==> src/rtl/npu_shift_pkg.sv <==
// Shared definitions for the requantization shift stage: sequencer state
// encoding, default widths and the round-half-up offset helper.
package npu_shift_pkg;

    typedef enum logic [1:0] {
        IDLE  = 2'd0,
        RUN   = 2'd1,
        DRAIN = 2'd2
    } state_t;

    localparam int unsigned DEF_IN_WIDTH   = 10;
    localparam int unsigned DEF_IN_S_WIDTH = 3;
    localparam int unsigned DEF_OUT_WIDTH  = 15;
    localparam int unsigned DEF_TAIL_BIT   = 5;
    localparam int unsigned DEF_NUM_CH     = 16;
    localparam int unsigned DEF_LEN_WIDTH  = 16;

    // Half an LSB of the post-shift result, expressed in pre-shift units.
    function automatic logic [31:0] rnd_offset(input logic [7:0] shift);
        if (shift == 8'd0) begin
            return '0;
        end
        return 32'd1 << (shift - 8'd1);
    endfunction

endpackage

==> src/rtl/right_shifter.sv <==
// Combinational widen-and-shift: appends TAIL_BIT zeros below the signed
// input, then arithmetic right shift by in_shift into OUT_WIDTH bits.
// SHIFT_SCHED_RND_EN selects round-half-up with positive saturation;
// otherwise the shift truncates toward -inf.
module right_shifter
    import npu_shift_pkg::*;
#(
    parameter int unsigned IN_WIDTH   = DEF_IN_WIDTH,
    parameter int unsigned IN_S_WIDTH = DEF_IN_S_WIDTH,
    parameter int unsigned OUT_WIDTH  = DEF_OUT_WIDTH,
    parameter int unsigned TAIL_BIT   = DEF_TAIL_BIT
) (
    input  logic signed [IN_WIDTH-1:0]   in_data,
    input  logic        [IN_S_WIDTH-1:0] in_shift,
    output logic signed [OUT_WIDTH-1:0]  out_data
);

    localparam int unsigned WIDE = IN_WIDTH + TAIL_BIT;

    logic signed [WIDE-1:0] widened;

    assign widened = {in_data, {TAIL_BIT{1'b0}}};

`ifdef SHIFT_SCHED_RND_EN
    // One spare bit above OUT_WIDTH so the rounding add cannot wrap.
    localparam int unsigned IW = OUT_WIDTH + 1;
    localparam logic signed [IW-1:0] MAXP = IW'((64'd1 << (OUT_WIDTH - 1)) - 64'd1);

    logic signed [IW-1:0] ext_w;
    logic signed [IW-1:0] off_w;
    logic signed [IW-1:0] sum_w;
    logic signed [IW-1:0] shr_w;

    // Round-half-up then saturate positive overflow.
    always_comb begin
        ext_w = IW'(widened);
        off_w = IW'(rnd_offset(8'(in_shift)));
        sum_w = ext_w + off_w;
        shr_w = sum_w >>> in_shift;
        if (shr_w > MAXP) begin
            out_data = OUT_WIDTH'(MAXP);
        end else begin
            out_data = OUT_WIDTH'(shr_w);
        end
    end
`else
    logic signed [OUT_WIDTH-1:0] ext;

    // Sign-extend then truncating arithmetic shift (floors toward -inf).
    always_comb begin
        ext      = OUT_WIDTH'(widened);
        out_data = ext >>> in_shift;
    end
`endif

endmodule

==> src/rtl/shift_sched.sv <==
// Requantization stream sequencer: per-channel shift table, channel/beat
// counters, IDLE/RUN/DRAIN control and a single output register with
// pass-through acceptance. Optional rounding via SHIFT_SCHED_RND_EN
// (handled inside right_shifter).
module shift_sched
    import npu_shift_pkg::*;
#(
    parameter int unsigned IN_WIDTH   = DEF_IN_WIDTH,
    parameter int unsigned IN_S_WIDTH = DEF_IN_S_WIDTH,
    parameter int unsigned OUT_WIDTH  = DEF_OUT_WIDTH,
    parameter int unsigned TAIL_BIT   = DEF_TAIL_BIT,
    parameter int unsigned NUM_CH     = DEF_NUM_CH,
    parameter int unsigned LEN_WIDTH  = DEF_LEN_WIDTH
) (
    input  logic                        i_clk,
    input  logic                        i_rst_n,
    input  logic                        i_cfg_we,
    input  logic [$clog2(NUM_CH)-1:0]   i_cfg_idx,
    input  logic [IN_S_WIDTH-1:0]       i_cfg_shift,
    input  logic                        i_start,
    input  logic [$clog2(NUM_CH)-1:0]   i_ch_last,
    input  logic [LEN_WIDTH-1:0]        i_len,
    output logic                        o_busy,
    output logic                        o_done,
    output logic                        o_cfg_err,
    input  logic                        i_valid,
    input  logic signed [IN_WIDTH-1:0]  i_data,
    output logic                        o_ready,
    output logic                        o_valid,
    output logic signed [OUT_WIDTH-1:0] o_data,
    output logic [$clog2(NUM_CH)-1:0]   o_ch,
    output logic                        o_last,
    input  logic                        i_out_ready
);

    localparam int unsigned CH_W = $clog2(NUM_CH);

    state_t                      state;
    state_t                      state_nx;
    logic [IN_S_WIDTH-1:0]       shift_tab [NUM_CH];
    logic [CH_W-1:0]             ch;
    logic [CH_W-1:0]             ch_last_r;
    logic [LEN_WIDTH-1:0]        cnt;
    logic [LEN_WIDTH-1:0]        len_r;
    logic                        accept;
    logic                        beat_last;
    logic                        drained;
    logic signed [OUT_WIDTH-1:0] sh_out;

    assign o_busy    = (state != IDLE);
    assign o_ready   = (state == RUN) && (!o_valid || i_out_ready);
    assign accept    = i_valid && o_ready;
    assign beat_last = (cnt == len_r);
    assign drained   = !o_valid || i_out_ready;

    right_shifter #(
        .IN_WIDTH   (IN_WIDTH),
        .IN_S_WIDTH (IN_S_WIDTH),
        .OUT_WIDTH  (OUT_WIDTH),
        .TAIL_BIT   (TAIL_BIT)
    ) u_shifter (
        .in_data  (i_data),
        .in_shift (shift_tab[ch]),
        .out_data (sh_out)
    );

    // Next-state selection for the burst sequencer.
    always_comb begin
        state_nx = state;
        case (state)
            IDLE:    if (i_start)              state_nx = RUN;
            RUN:     if (accept && beat_last)  state_nx = DRAIN;
            DRAIN:   if (drained)              state_nx = IDLE;
            default:                           state_nx = IDLE;
        endcase
    end

    // State register plus done pulse and sticky config-error flag.
    always_ff @(posedge i_clk or negedge i_rst_n) begin
        if (!i_rst_n) begin
            state     <= IDLE;
            o_done    <= 1'b0;
            o_cfg_err <= 1'b0;
        end else begin
            state  <= state_nx;
            o_done <= (state == DRAIN) && drained;
            if ((state != IDLE) && (i_cfg_we || i_start)) begin
                o_cfg_err <= 1'b1;
            end
        end
    end

    // Shift table; writes only land while idle, so a same-cycle start sees them.
    always_ff @(posedge i_clk or negedge i_rst_n) begin
        if (!i_rst_n) begin
            for (int unsigned i = 0; i < NUM_CH; i++) begin
                shift_tab[i] <= '0;
            end
        end else if ((state == IDLE) && i_cfg_we) begin
            shift_tab[i_cfg_idx] <= i_cfg_shift;
        end
    end

    // Burst parameters latched at start; channel and beat counters per accepted beat.
    always_ff @(posedge i_clk or negedge i_rst_n) begin
        if (!i_rst_n) begin
            ch_last_r <= '0;
            len_r     <= '0;
            ch        <= '0;
            cnt       <= '0;
        end else if ((state == IDLE) && i_start) begin
            ch_last_r <= i_ch_last;
            len_r     <= i_len;
            ch        <= '0;
            cnt       <= '0;
        end else if (accept) begin
            cnt <= cnt + LEN_WIDTH'(1);
            if (ch == ch_last_r) begin
                ch <= '0;
            end else begin
                ch <= ch + CH_W'(1);
            end
        end
    end

    // Output register: load on accept, empty when downstream takes it.
    always_ff @(posedge i_clk or negedge i_rst_n) begin
        if (!i_rst_n) begin
            o_valid <= 1'b0;
            o_data  <= '0;
            o_ch    <= '0;
            o_last  <= 1'b0;
        end else if (accept) begin
            o_valid <= 1'b1;
            o_data  <= sh_out;
            o_ch    <= ch;
            o_last  <= beat_last;
        end else if (i_out_ready) begin
            o_valid <= 1'b0;
        end
    end

endmodule

==> config.mk <==
export PLATFORM = sky130hd
export DESIGN_NAME = shift_sched
export DESIGN_NICKNAME = d
export VERILOG_FILES = /design/src/rtl/npu_shift_pkg.sv /design/src/rtl/right_shifter.sv /design/src/rtl/shift_sched.sv
export SDC_FILE = /design/constraint.sdc
export NUM_CORES = 1
export LEC_CHECK = 0
export ABC_AREA = 1
export BUFFER_PORTS_ARGS = -buffer_cell sky130_fd_sc_hd__clkbuf_2
export CORE_MARGIN = 1.5
export CORE_UTILIZATION = 40
export CTS_CLUSTER_DIAMETER = 150
export DETAILED_ROUTE_END_ITERATION = 8
export PLACE_DENSITY_LB_ADDON = 0.12
export SYNTH_ARGS = -nofsm -noshare
export SYNTH_HDL_FRONTEND = slang
export SYNTH_HIERARCHICAL = 1
export SYNTH_SLANG_ARGS = --single-unit
==> constraint.sdc <==
create_clock -name i_clk -period 2.2 [get_ports i_clk]
set_input_delay 0.33 -clock i_clk [delete_from_list [all_inputs] [get_ports i_clk]]
set_output_delay 0.33 -clock i_clk [all_outputs]
set_load 0.01 [all_outputs]
==> flow_summary.json, run 1 <==
{
  "drt-pass1-iter-count": 5,
  "start_kind": "flop",
  "layout_commonest_cell": "nand2_1",
  "syn_avg_cell_area_um2": 7.59,
  "fin_skew_ps": 8.93,
  "row_count": 44,
  "worstMarginPinSlew_ps": 537,
  "drc": 0,
  "reg2reg_depth": 12,
  "port_buffers": 67,
  "grt_pass1_wl_um": 25800,
  "relSlewSlack_pct": 64.1,
  "maxSlewViolCount": 0,
  "syn_area_um2": 5940,
  "syn_nets": 827,
  "max_cap_viol_count": 0,
  "crit-reg2reg-launch": "ch[1]",
  "ys_warn_count": 6,
  "area_growth_pct": 20.3,
  "ant_nets": 0,
  "status": "finished, final reports clean",
  "seqCellArea_um2": 2830,
  "timing.fmax_ghz": 0.485,
  "htree_levels": 4,
  "rsz0062_at_grt": "no",
  "ys_types": 36,
  "grt_pass1_vias": 5202,
  "core-area_um2": 14500,
  "die_h_um": 125,
  "setup_viol": 0,
  "multi_input_area_um2": 2730,
  "min_period_ps": 2060,
  "dpl.hpwl_um": 11100,
  "cts_tree": "done",
  "worstHoldStart": "i_len[8]",
  "n_fill_cell": 1495,
  "nets": 907,
  "ys_seq_area_share_pct": 47.6,
  "hold_path_depth": 3,
  "mostFrequentLayoutCells": "291 x nand2_1, 113 x dfrtp_1, 89 x o21ai_0",
  "drt_iter0_drc": 351,
  "crit_path_start": "ch[1]",
  "rr_endpoint": "o_data[11]",
  "finalHoldViolCount": 0,
  "ios": 68,
  "hold_end": "len_r[8]",
  "r2r_slack_ps": 140,
  "routed_via_density": 5.02,
  "cts.clk_slew.worst_paths_ps": 60,
  "hold_path_class": "in -> reg",
  "drt_wl_total_um": 15500,
  "grt_max_degree": 67,
  "fin_ws_ps": 136,
  "powerDensity_nw_per_um2": 1340,
  "layout.cells.non_filler": 1058,
  "die_area_um2": 15600,
  "placed_cells": 1023,
  "syn_inst": 782,
  "ir_worst_vdd_mv": 0.628,
  "antenna_found_initial": 0,
  "gp_congestion": 0.872,
  "worst_ep_required_time_ps": 2510,
  "n_antenna_cell": 0,
  "clk_latency_ps": 420,
  "fp.dieW_um": 125,
  "path_max_fanout": 11,
  "cts_inserted_buffers": 17,
  "cts-root-buf": "clkbuf_16",
  "crit_arrival_ps": 2370,
  "grt_overflow": 0,
  "crit_path_end_kind": "flop",
  "final.setup.tns_ps": 0,
  "grt.total_usage_pct": 20.8,
  "routedWlPerCell_um": 14.6,
  "dr_total_vias": 5313,
  "whs_ps": 101,
  "post-route-period-util_pct": 93.8,
  "path_class": "reg -> reg",
  "p_leak_nw": 3.55,
  "start_util_pct": 40.8,
  "clock_sinks": 113,
  "preCtsSetupSlack_ps": 54.1,
  "synth_seq_cells": 113,
  "layout-drive-gt1-share_pct": 18.6,
  "cts.path.max_buffers": 2
}
-- worst max path at each step --
stage	to
after detailed placement	o_data[8]
after global routing	o_data[8]
after CTS	o_data[8]
final	o_data[11]
after global placement	o_data[12]
after floorplan	o_data[7]
-- synthesized netlist by cell type --
| library cell | instances | share of area, % |
|---|---|---|
| dfrtp_1 | 113 | 48 |
| inv_2 | 5 | 0.32 |
| a31oi_1 | 1 | 0.11 |
| o31ai_1 | 1 | 0.13 |
| a211oi_1 | 1 | 0.13 |
| o211ai_1 | 4 | 0.51 |
| nand3_2 | 7 | 1.2 |
| buf_2 | 15 | 1.3 |
| nor2_4 | 4 | 0.76 |
| clkbuf_4 | 1 | 0.13 |
| o22ai_1 | 2 | 0.21 |
| nor2b_1 | 1 | 0.11 |
| nand3_4 | 1 | 0.30 |
| o21ai_1 | 2 | 0.17 |
| nor3b_2 | 1 | 0.21 |
| buf_6 | 3 | 0.57 |
| nor3_1 | 2 | 0.17 |
| inv_1 | 53 | 3.4 |
| nor3_4 | 1 | 0.27 |
| o21ai_0 | 90 | 7.6 |
| nor2_2 | 3 | 0.32 |
| xnor2_1 | 10 | 1.5 |
| o221ai_1 | 1 | 0.15 |
| nand3b_1 | 1 | 0.13 |
| buf_4 | 4 | 0.51 |
| and2_1 | 1 | 0.11 |
| nand4_1 | 15 | 1.6 |
| o21bai_1 | 4 | 0.51 |
| nand3_1 | 44 | 3.7 |
| nand2_1 | 293 | 19 |
| a21oi_1 | 21 | 1.8 |
| ha_1 | 2 | 0.42 |
| nor2_1 | 50 | 3.2 |
| nand2_2 | 18 | 1.9 |
| nor3_2 | 2 | 0.34 |
| clkbuf_1 | 5 | 0.32 |
-- metal layers --
metal | share of wire, % | track usage (%)
met2 | 46 | 32.7
met1 | 49 | 28.7
met3 | 3.4 | 4.12
met4 | 1.4 | 7.49
met5 | 0 | 0
-- critical path, cell delays in order, from the launching register on --
cell,delay [ps]
dfrtp_1,460
clkinvlp_4,240
a21oi_1,160
o21ai_0,90
o211ai_1,130
nand3_1,120
nand2_1,130
buf_4,210
nand3_1,120
nand3_1,120
nand2_1,60
nand2_1,60
nand2_1,40
-- repair_timing --
item                                    CTS  global route
gates resized for setup                   0             8
endpoints found under the setup margin    0            14
buffers inserted                          0             3
hold buffers                              1             0
endpoints found under the hold margin    31             0
-- through the flow --
step	area, um^2	power (mW)	util, %
final	7140	9.56	49.1
after global routing	7140	10.3	49.1
after CTS	7090	9.51	48.8
after detailed placement	6520	6.87	44.9
after global placement	6520	6.83	44.9
after floorplan	5940	5.76	-
-- state kept, by name (all words and copies together) (netlist names) --
register,count
ch,4
ch_last_r,4
cnt,16
len_r,16
o_cfg_err,1
o_ch,4
o_data,15
o_done,1
o_last,1
o_valid,1
shift_tab,48
state,2
-- cells by family (layout without fill, tap and decap cells) --
kind of cell	Yosys count	after routing	share of synthesized area [%]
flops	113	113	47.6
fa+ha+maj	2	2	0.422
buf+inv	86	178	6.45
xor+xnor	10	10	1.48
simple gates	444	444	32.8
compound gates	127	127	11.3
-- power by group --
part | internal (mW) | total, mW | switching (mW)
Combinational | 1.48 | 3.94 | 2.45
Sequential | 2.62 | 3.03 | 0.411
Clock | 1.64 | 2.59 | 0.952
Total | 5.74 | 9.56 | 3.82
-- final cells by class --
| cell class | instances | share of cell area (%) |
|---|---|---|
| Multi-Input combinational cell | 583 | 38.3 |
| Inverter | 58 | 3.14 |
| Clock inverter | 12 | 1.66 |
| Timing Repair Buffer | 89 | 8.06 |
| Clock buffer | 19 | 6.06 |
| Sequential cell | 113 | 39.6 |
| Tap cell | 184 | 3.22 |
Note: power is estimated with default switching activity, not from simulation.
==> run 2, diff against run 1 <==
--- a/config.mk
+++ b/config.mk
@@ -12,6 +12,7 @@
 export CTS_CLUSTER_DIAMETER = 150
 export DETAILED_ROUTE_END_ITERATION = 8
 export PLACE_DENSITY_LB_ADDON = 0.12
+export REMOVE_ABC_BUFFERS = 1
 export SYNTH_ARGS = -nofsm -noshare
 export SYNTH_HDL_FRONTEND = slang
 export SYNTH_HIERARCHICAL = 1
==> constraint.sdc (replaced) <==
create_clock -name i_clk -period 1.8 [get_ports i_clk]
set_input_delay 0.27 -clock i_clk [delete_from_list [all_inputs] [get_ports i_clk]]
set_output_delay 0.27 -clock i_clk [all_outputs]
set_load 0.01 [all_outputs]
==> run 2 against run 1 <==
The flow now finishes with violations (negative setup slack). Setup slack worse by 230 ps. Utilization is 3.1 points higher. Register-to-register slack got worse by 230 ps.
==> flow_summary.json, run 2 (synthesized netlist as in run 1, its figures left out) <==
{
  "maxSlewViolCount": 0,
  "rsz0062_at_grt": "yes",
  "placed_cell_area_um2": 6640,
  "core-area_um2": 14500,
  "reg_top3": "shift_tab x48, cnt x16, len_r x16",
  "worstMarginPinSlew_ps": 583,
  "nets": 922,
  "min_period_ps": 1900,
  "setup_viol": 14,
  "dr_total_vias": 5436,
  "worstHoldStart": "i_len[6]",
  "multi_input_area_um2": 2940,
  "drc": 0,
  "fp.dieW_um": 125,
  "start_util_pct": 40.8,
  "routed_via_density": 5.06,
  "die_area_um2": 15600,
  "timing.fmax_ghz": 0.527,
  "cts-root-buf": "clkbuf_16",
  "grt_pass1_vias": 5311,
  "fin_skew_ps": 9.57,
  "fin_util_pct": 52.3,
  "drt-pass1-iter-count": 8,
  "row_count": 44,
  "crit_path_start": "ch[0]",
  "grt_max_degree": 49,
  "finalHoldViolCount": 0,
  "layout-drive-gt1-share_pct": 24.3,
  "cts_tree": "done",
  "n_antenna_cell": 0,
  "seqCellArea_um2": 2830,
  "total_power_mw": 13.3,
  "r2r_slack_ps": -100,
  "cts.path.max_buffers": 2,
  "ir_worst_vdd_mv": 0.784,
  "worst_ep_required_time_ps": 2110,
  "die_h_um": 125,
  "ant_nets": 0,
  "p_int_mw": 8.11,
  "stdcell_area_um2": 7600,
  "p_sw_mw": 5.18,
  "port_buffers": 67,
  "post-route-period-util_pct": 105,
  "grt.total_usage_pct": 21.2,
  "endpoint": "o_data[7]",
  "swShare_pct": 39.0,
  "area_growth_pct": 28.0,
  "pwr-share-clk_pct": 28.5,
  "ios": 68,
  "drt_iter0_drc": 473,
  "crit-reg2reg-launch": "ch[0]",
  "max_cap_viol_count": 0,
  "reg2reg_depth": 13,
  "cts.clk_slew.worst_paths_ps": 60,
  "htree_levels": 4,
  "path_max_fanout": 13,
  "clk_latency_ps": 420,
  "powerDensity_nw_per_um2": 1750,
  "antenna_found_initial": 0,
  "relSlewSlack_pct": 61.1,
  "crit_path_end_kind": "flop",
  "cts_inserted_buffers": 17,
  "p_seq_share_pct": 28.0,
  "clock_sinks": 113,
  "rr_endpoint": "o_data[7]",
  "fin_ws_ps": -96.2,
  "largest_register": "shift_tab",
  "mostFrequentLayoutCells": "281 x nand2_1, 112 x dfrtp_1, 82 x o21ai_0",
  "start_kind": "flop",
  "largest_reg_flops": 48,
  "hold_path_class": "in -> reg",
  "grt_overflow": 0,
  "grt_pass1_wl_um": 26500,
  "drt_wl_total_um": 15700,
  "path_class": "reg -> reg",
  "comb_power_share_pct": 43.5,
  "n_fill_cell": 1380,
  "violations": "negative setup slack",
  "dpl.hpwl_um": 11100,
  "status": "complete, but fails checks",
  "gp_congestion": 0.915,
  "p_leak_nw": 3.74,
  "layout_commonest_cell": "nand2_1",
  "routedWlPerCell_um": 14.6,
  "crit_arrival_ps": 2200
}
==> run 2: cell type report <==
class,instances,share of cell area (%)
timing repair buffer,104,9.19
tap,184,3.03
sequential,113,37.2
multi-input combinational,583,38.7
inverter,58,3.06
clock buffer,18,5.65
clock inverter,14,3.13
==> run 2: worst min-delay path by stage <==
stage / end / cells after the start
3_5_place_dp: len_r[5] / 1
5_1_grt: len_r[6] / 3
3_3_place_gp: len_r[5] / 1
6_report: len_r[6] / 3
4_1_cts: len_r[6] / 3
2_1_floorplan: ch[0] / 0
==> run 2: power by group through the flow <==
stage	clock network [mW]	registers, mW	logic (mW)
after detailed placement	0	3.73	4.81
after floorplan	0	3.75	3.02
after global placement	0	3.72	4.76
after CTS	3.86	3.71	5.60
final	3.78	3.72	5.78
after global routing	3.97	3.81	6.44
==> run 2: critical path, stage by stage (launching register included) <==
cell and delay, ps:
dfrtp_1 410, buf_6 160, buf_4 150, o21ai_2 120, o221ai_1 120, nand2_1 120, nand2_4 100, buf_8 170
nand2_4 70, nand3_2 90, nand3_1 100, nand2_1 60, nand2_1 60, nand2_1 40
==> run 2: metal layers <==
layer  global-route usage (%)  share of wire (%)
met1                     29.8                 49
met2                     32.2                 44
met3                     4.90                5.3
met4                     7.35                1.5
met5                        0                  0
==> run 2: metrics by stage <==
step / setup TNS [ps] / cells / hold WS (ps) / setup WS, ps
4_1_cts: -721 / 1074 / 31.5 / -72.5
3_5_place_dp: -2530 / 1040 / 224 / -229
5_1_grt: -2720 / 1074 / 39.0 / -248
2_1_floorplan: -10900 / 754 / -25.6 / -805
3_3_place_gp: -2590 / 1040 / 225 / -225
6_report: -731 / 1074 / 49.3 / -96.2
==> run 2: what timing repair did <==
item,CTS,global route
hold endpoints to repair,25,0
hold buffers,1,0
endpoints found under the setup margin,14,14
pin swaps,16,1
setup buffers,1,0
gates resized for setup,62,16
